--- config.mk ---
export PLATFORM = sky130hd
export DESIGN_NAME = ram_copy_engine
export DESIGN_NICKNAME = d
export VERILOG_FILES = /design/src/rtl/ram_copy_engine.sv
export SDC_FILE = /design/constraint.sdc
export NUM_CORES = 1
export LEC_CHECK = 0
export BUFFER_PORTS_ARGS = -buffer_cell sky130_fd_sc_hd__buf_2
export CAP_MARGIN = 15
export CORE_UTILIZATION = 54
export CTS_CLUSTER_SIZE = 8
export DETAILED_ROUTE_END_ITERATION = 10
export GPL_ROUTABILITY_DRIVEN = 0
export PLACE_DENSITY = 0.79
export SETUP_SLACK_MARGIN = 0.2
export SYNTH_ARGS = -nofsm -noshare
export SYNTH_HDL_FRONTEND = slang
export SYNTH_SLANG_ARGS = --single-unit
--- constraint.sdc ---
create_clock -name clk -period 2.9 [get_ports clk]
set_clock_uncertainty 0.05 [all_clocks]
set_input_delay 0.58 -clock clk [delete_from_list [all_inputs] [get_ports clk]]
set_output_delay 0.58 -clock clk [all_outputs]
set_load 0.03 [all_outputs]
--- src/rtl/ram_copy_engine.sv ---
// ram_copy_engine: moves len words RAM_X->RAM_Y or fills RAM_Y with a constant, start/busy/done/abort handshake
//   clk, rst_n               : clock (logic on negedge), asynchronous active-low reset
//   start, mode, abort       : request, 0=copy 1=fill, terminate active transfer
//   src_base, dst_base, len  : first X address, first Y address, word count 0..2**ADDR_WIDTH
//   fill_value               : fill data
//   RAM_X_*                  : read-only port of the source SRAM
//   RAM_Y_*                  : write port of the destination SRAM
//   busy, done               : transfer in progress, one-cycle end pulse
module ram_copy_engine #(
    parameter int ADDR_WIDTH = 9,
    parameter int DATA_WIDTH = 32,
    parameter int WE_WIDTH   = DATA_WIDTH / 8
) (
    input  logic                  clk,
    input  logic                  rst_n,
    input  logic                  start,
    input  logic                  mode,
    input  logic [ADDR_WIDTH-1:0] src_base,
    input  logic [ADDR_WIDTH-1:0] dst_base,
    input  logic [ADDR_WIDTH:0]   len,
    input  logic [DATA_WIDTH-1:0] fill_value,
    input  logic                  abort,
    input  logic [DATA_WIDTH-1:0] RAM_X_Do,
    output logic                  RAM_X_EN,
    output logic [WE_WIDTH-1:0]   RAM_X_WE,
    output logic [ADDR_WIDTH-1:0] RAM_X_A,
    output logic                  RAM_Y_EN,
    output logic [WE_WIDTH-1:0]   RAM_Y_WE,
    output logic [ADDR_WIDTH-1:0] RAM_Y_A,
    output logic [DATA_WIDTH-1:0] RAM_Y_Di,
    output logic                  busy,
    output logic                  done
);
    typedef enum logic [1:0] {IDLE, COPY, FILL, FINISH} state_t;
    localparam logic [ADDR_WIDTH:0]   CNT_ONE  = 1;
    localparam logic [ADDR_WIDTH-1:0] ADDR_ONE = 1;
    state_t                r_state, w_state;
    logic [ADDR_WIDTH-1:0] r_src, w_src, r_dst, w_dst, r_x_a, w_x_a, r_y_a, w_y_a;
    logic [ADDR_WIDTH-1:0] w_cnt_lo;
    logic [ADDR_WIDTH:0]   r_len, w_len, r_cnt, w_cnt, w_cnt_inc;
    logic [DATA_WIDTH-1:0] r_fill, w_fill, r_y_di, w_y_di;
    logic                  r_x_en, w_x_en, r_y_en, w_y_en, r_busy, w_busy, r_done, w_done;
    assign w_cnt_lo  = r_cnt[ADDR_WIDTH-1:0];
    assign w_cnt_inc = r_cnt + CNT_ONE;
    // The counter is one bit wider than an address so len=2**ADDR_WIDTH is distinct from 0.
    // In COPY, r_cnt counts read cycles; the write side trails it by one (address r_cnt-1).
    always_comb begin
        w_state = r_state;
        w_src   = r_src;
        w_dst   = r_dst;
        w_len   = r_len;
        w_fill  = r_fill;
        w_cnt   = r_cnt;
        w_x_a   = r_x_a;
        w_y_a   = r_y_a;
        w_y_di  = r_y_di;
        w_x_en  = 1'b0;
        w_y_en  = 1'b0;
        w_busy  = r_busy;
        w_done  = 1'b0;
        case (r_state)
            IDLE: if (start) begin
                w_src   = src_base;
                w_dst   = dst_base;
                w_len   = len;
                w_fill  = fill_value;
                w_cnt   = '0;
                w_busy  = 1'b1;
                w_state = (len == '0) ? FINISH : (mode ? FILL : COPY);
            end
            COPY: if (abort) begin
                w_state = FINISH;
            end else begin
                w_x_en  = r_cnt < r_len;
                w_x_a   = r_src + w_cnt_lo;
                w_y_en  = r_cnt != '0;
                w_y_a   = r_dst + w_cnt_lo - ADDR_ONE;
                w_y_di  = RAM_X_Do;
                w_cnt   = w_cnt_inc;
                w_state = (r_cnt == r_len) ? FINISH : COPY;
            end
            FILL: if (abort) begin
                w_state = FINISH;
            end else begin
                w_y_en  = 1'b1;
                w_y_a   = r_dst + w_cnt_lo;
                w_y_di  = r_fill;
                w_cnt   = w_cnt_inc;
                w_state = (w_cnt_inc == r_len) ? FINISH : FILL;
            end
            FINISH: begin
                w_busy  = 1'b0;
                w_done  = 1'b1;
                w_state = IDLE;
            end
            default: w_state = IDLE;
        endcase
    end
    always_ff @(negedge clk or negedge rst_n) begin
        if (!rst_n) begin
            r_state <= IDLE;
            r_src   <= '0;
            r_dst   <= '0;
            r_len   <= '0;
            r_fill  <= '0;
            r_cnt   <= '0;
            r_x_a   <= '0;
            r_y_a   <= '0;
            r_y_di  <= '0;
            r_x_en  <= 1'b0;
            r_y_en  <= 1'b0;
            r_busy  <= 1'b0;
            r_done  <= 1'b0;
        end else begin
            r_state <= w_state;
            r_src   <= w_src;
            r_dst   <= w_dst;
            r_len   <= w_len;
            r_fill  <= w_fill;
            r_cnt   <= w_cnt;
            r_x_a   <= w_x_a;
            r_y_a   <= w_y_a;
            r_y_di  <= w_y_di;
            r_x_en  <= w_x_en;
            r_y_en  <= w_y_en;
            r_busy  <= w_busy;
            r_done  <= w_done;
        end
    end
    assign RAM_X_EN = r_x_en;
    assign RAM_X_WE = '0;
    assign RAM_X_A  = r_x_a;
    assign RAM_Y_EN = r_y_en;
    assign RAM_Y_WE = {WE_WIDTH{r_y_en}};
    assign RAM_Y_A  = r_y_a;
    assign RAM_Y_Di = r_y_di;
    assign busy     = r_busy;
    assign done     = r_done;
endmodule
Word-level counts from Yosys, hierarchy flattened
Cells that the tools add are included.
Widths: inputs -> output; s select.
Word-level totals
  flip-flop bits (word level): 126
  bits of input ports: 97
  output and inout bits: 62
  logic and storage cells: 65
Operators by class
  add/subtract/negate cells: 4
  magnitude comparators: 1
  equal/unequal tests: 9
  muxes and demuxes: 25
  bitwise logic cells: 1
  reductions and logical operators: 12
Operator list (number)
  $mux 32: 2
  $pmux 32 s2: 1
  $eq 10x10->1: 2
  $mux 10: 2
  $pmux 10 s2: 1
  $add 9x9->9: 2
  $mux 9: 2
  $pmux 9 s2: 1
  $add 10x1->10 const B: 1
  $logic_not 10->1: 1
  $lt 10x10->1: 1
  $mux 2: 5
  $reduce_bool 10->1: 1
  $sub 9x1->9 const B: 1
  $mux 1: 8
  $ne 2x2->1 const B: 4
  $pmux 2 s4: 1
  $reduce_and 2->1: 3
  $reduce_and 3->1: 2
  $reduce_bool 2->1: 3
  $eq 2x2->1 const B: 2
  $pmux 1 s2: 2
  $eq 2x1->1 const B: 1
  $logic_not 2->1: 1
  other kinds (2): 2

Longest topological paths before layout
  word-level depth: 5
  depth in mapped cells: 9
  gate-level depth less buffers: 9

==> flow_summary_export.csv <==
group,metric,value,unit
timing,worst_slew_pin_slew,0.6155,ns
timing,fin_tns_setup,-9.105,ns
timing,rsz0062_at_grt,"yes",
global_route,grt_pass1_wl,28110,um
synthesis,netlist_top_cells_count,"dfrtn_1, mux2_2, nand2_1",
final_layout,nets,953,
die,num_rows,40,
pwr,p_per_area,1229,nW/um^2
drt,dr.pass1.iters,5,
synthesis,synth_edf_count,0,
cts,clk_pin_slew,0.04,ns
drt,vias_per_cell,5.725,
final_layout,seqCellArea,3153,sq um
pwr,internal_power,0.006820,W
die,die_area,12730,sq um
global_route,gr-total-overflow,0,
synthesis,synth-async-reset-ratio,100.0,%
synthesis,ys_ff_latch,126,
global_route,gr-usage-met2,50.99,%
final_layout,fillCellCount,746,
place,dpl.hpwl,11850,um
worst_setup_path,crit_type,"in2reg",
global_route,grt.busiest_layer,"met2",
cts,h-tree-depth,4,
final_layout,area_growth,39.57,%
die,core,12010,sq um
drt,wirelength,18050,um
outcome,status,"finished, violations left",
synthesis,synthDistinctLibCells,62,
die,start_util,55.21,%
timing,maxSlewHeadroom,58.83,%
global_route,grtUsageMet3,10.02,%
cts,numClockSinks,126,
drt,drc,0,
pwr,switching_share,40.05,%
final_layout,drive_gt1_share,41.85,%
min_path,hold_path_class,"reg2reg",
worst_setup_path,critPathCaptureType,"flip-flop",
final_layout,fin_util,77.05,%
place,pre_cts_slack,-0.7368,ns
synthesis,syn_area,6631,sq um
drt,avgRoutedWirePerCell,18.40,um
synthesis,synth_most_common_cell,"dfrtn_1",
synthesis,netlist_instances,613,
pwr,combPwrFrac,52.5,%
timing,hold_viol_final,0,
final_layout,multi_input_area,3413,sq um
die,fp.dieH,112.8,um
cts,numCtsBuffers,17,
synthesis,synth_top_area_share,47.55,%
cts,cts_tree,"built",
drt,ant_nets,0,
final_layout,antenna_cells,0,
cts,insertion_delay,0.40,ns
cts,root_buffer,"clkbuf_16",
outcome,failed_checks,"negative setup slack",
worst_setup_path,crit_arrival,2.02,ns
pwr,vdd_drop_max,757.2,uV
die,die_x,112.8,um
drt,vias,5616,
worst_setup_path,critPathMaxFanout,2,
timing,slew_viol_final,0,
pwr,switchingPower,0.004556,W
synthesis,synth_top_area_cell,"dfrtn_1",
synthesis,synthTopCellsByArea,"dfrtn_1, mux2_2, ha_1",
synthesis,synth_ff_type,"dfrtn_1",
place,numPortBuffers,154,
global_route,grt_max_degree,69,
cts,cts_buffer_depth,2,
drt,first_iter_violations,329,
timing,finalSetupViolCount,60,
die,ios,159,
synthesis,synth_area_per_cell,10.82,sq um
run,cap_violations,0,
timing,setup_slack,-0.2224,ns
global_route,track_usage,28.77,%
timing,hold_ws,0.4054,ns
pwr,leakagePower,4.424,nW
global_route,grtUsageMet1,31.19,%
global_route,grt_pass1_vias,5861,
global_route,antenna_found_initial,0,
synthesis,yosys_warnings,0,
pwr,p_clk_share,18.9,%
worst_setup_path,timing.critical_path.required,1.79,ns
synthesis,yosysSeqAreaShare,47.55,%
pwr,seqPwrFrac,28.6,%
worst_setup_path,worst_setup_path_start_kind,"primary input",
==> what timing repair did <==
action	in CTS	in global routing
hold buffers	0	0
hold endpoints to repair	0	0
pin swaps	7	11
setup endpoints to repair	104	92
resized for setup	128	25
buffers inserted	14	20
cloned	1	2
==> cells by family (layout without fill, tap and decap cells) <==
group	Yosys count	in the layout	synth area share [%]
compound gates	123	123	11.89
xor+xnor	27	27	3.566
fa+ha+maj	35	35	6.830
buf+inv	67	285	4.264
flops	126	126	47.55
mux	98	98	16.06
other cells	1	4	0.05655
simple gates	136	136	9.793
==> flip-flops by register name, summed over array words and instances (netlist names) <==
signal and flops:
RAM_Y_A 9, RAM_X_EN 1, done 1, r_src 9
r_cnt 10, r_fill 32, RAM_Y_Di 32, r_len 10
busy 1, RAM_X_A 9, RAM_Y_EN 1, r_state 2
r_dst 9
==> power by group through the flow <==
stage	logic (W)	clock network [W]	registers, W
2_1_floorplan	0.00292	0	0.00374
4_1_cts	0.00549	0.00218	0.00324
6_report	0.00597	0.00216	0.00325
5_1_grt	0.00642	0.00226	0.00333
3_5_place_dp	0.00479	0	0.00317
3_3_place_gp	0.00458	0	0.00312
==> stage by stage <==
stage / cell area, sq um / std cells / power [W]
final: 9255 / 981 / 0.01138
after global routing: 9255 / 981 / 0.01202
after CTS: 8941 / 959 / 0.01091
after detailed placement: 7801 / 912 / 0.007958
after global placement: 7801 / 912 / 0.007694
after floorplan: 6842 / 616 / 0.006656
==> layer usage <==
metal,vias up,wire length [um]
met4,0,465
met2,250,9238
met5,-,0
met1,2731,6956
li1,2584,-
met3,51,1392
==> layout make-up <==
class,instances,area share [%]
Clock buffer,18,4.745
Inverter,31,1.257
Timing Repair Buffer,222,19.36
Multi-Input combinational cell,423,36.88
Sequential cell,126,34.07
Tap cell,147,1.987
Clock inverter,14,1.703
==> final timing paths <==
kind,startpoint,end,slack [ns],cells past startpoint
worst min register to register,RAM_Y_Di[28],RAM_Y_Di[28],0.41,2
worst max register to register,r_dst[2],RAM_Y_A[7],0.27,7
worst max-delay path,len[1],r_state[0],-0.22,6
worst min-delay path,RAM_Y_Di[28],RAM_Y_Di[28],0.41,2
max in group asynchronous,rst_n,RAM_Y_A[3],0.96,2
min in group asynchronous,rst_n,RAM_X_A[1],1.27,1
==> worst max-delay path, stage by stage <==
cell and delay, ns:
buf_6 0.09, or4_4 0.54, o41ai_4 0.38, o22ai_1 0.11, and2_1 0.17, nor4_2 0.15
==> layout by cell type (no fill, tap or decap), drive strengths merged, types with 4 or more instances in the layout <==
cell and instances:
inv 36, xnor2 17, nor2 22, nor4 4, mux2i 34, a21o 4
nor2b 8, ha 33, nand2 62, and3 4, a21oi 14, o31ai 6
dfrtn 126, conb 4, buf 219, nand2b 5, nor3 4, o21ai 61
o22ai 4, xor2 10, nand3 10, mux2 64, clkbuf 21, clkinv 5
Note: power is estimated with default switching activity, not from simulation.
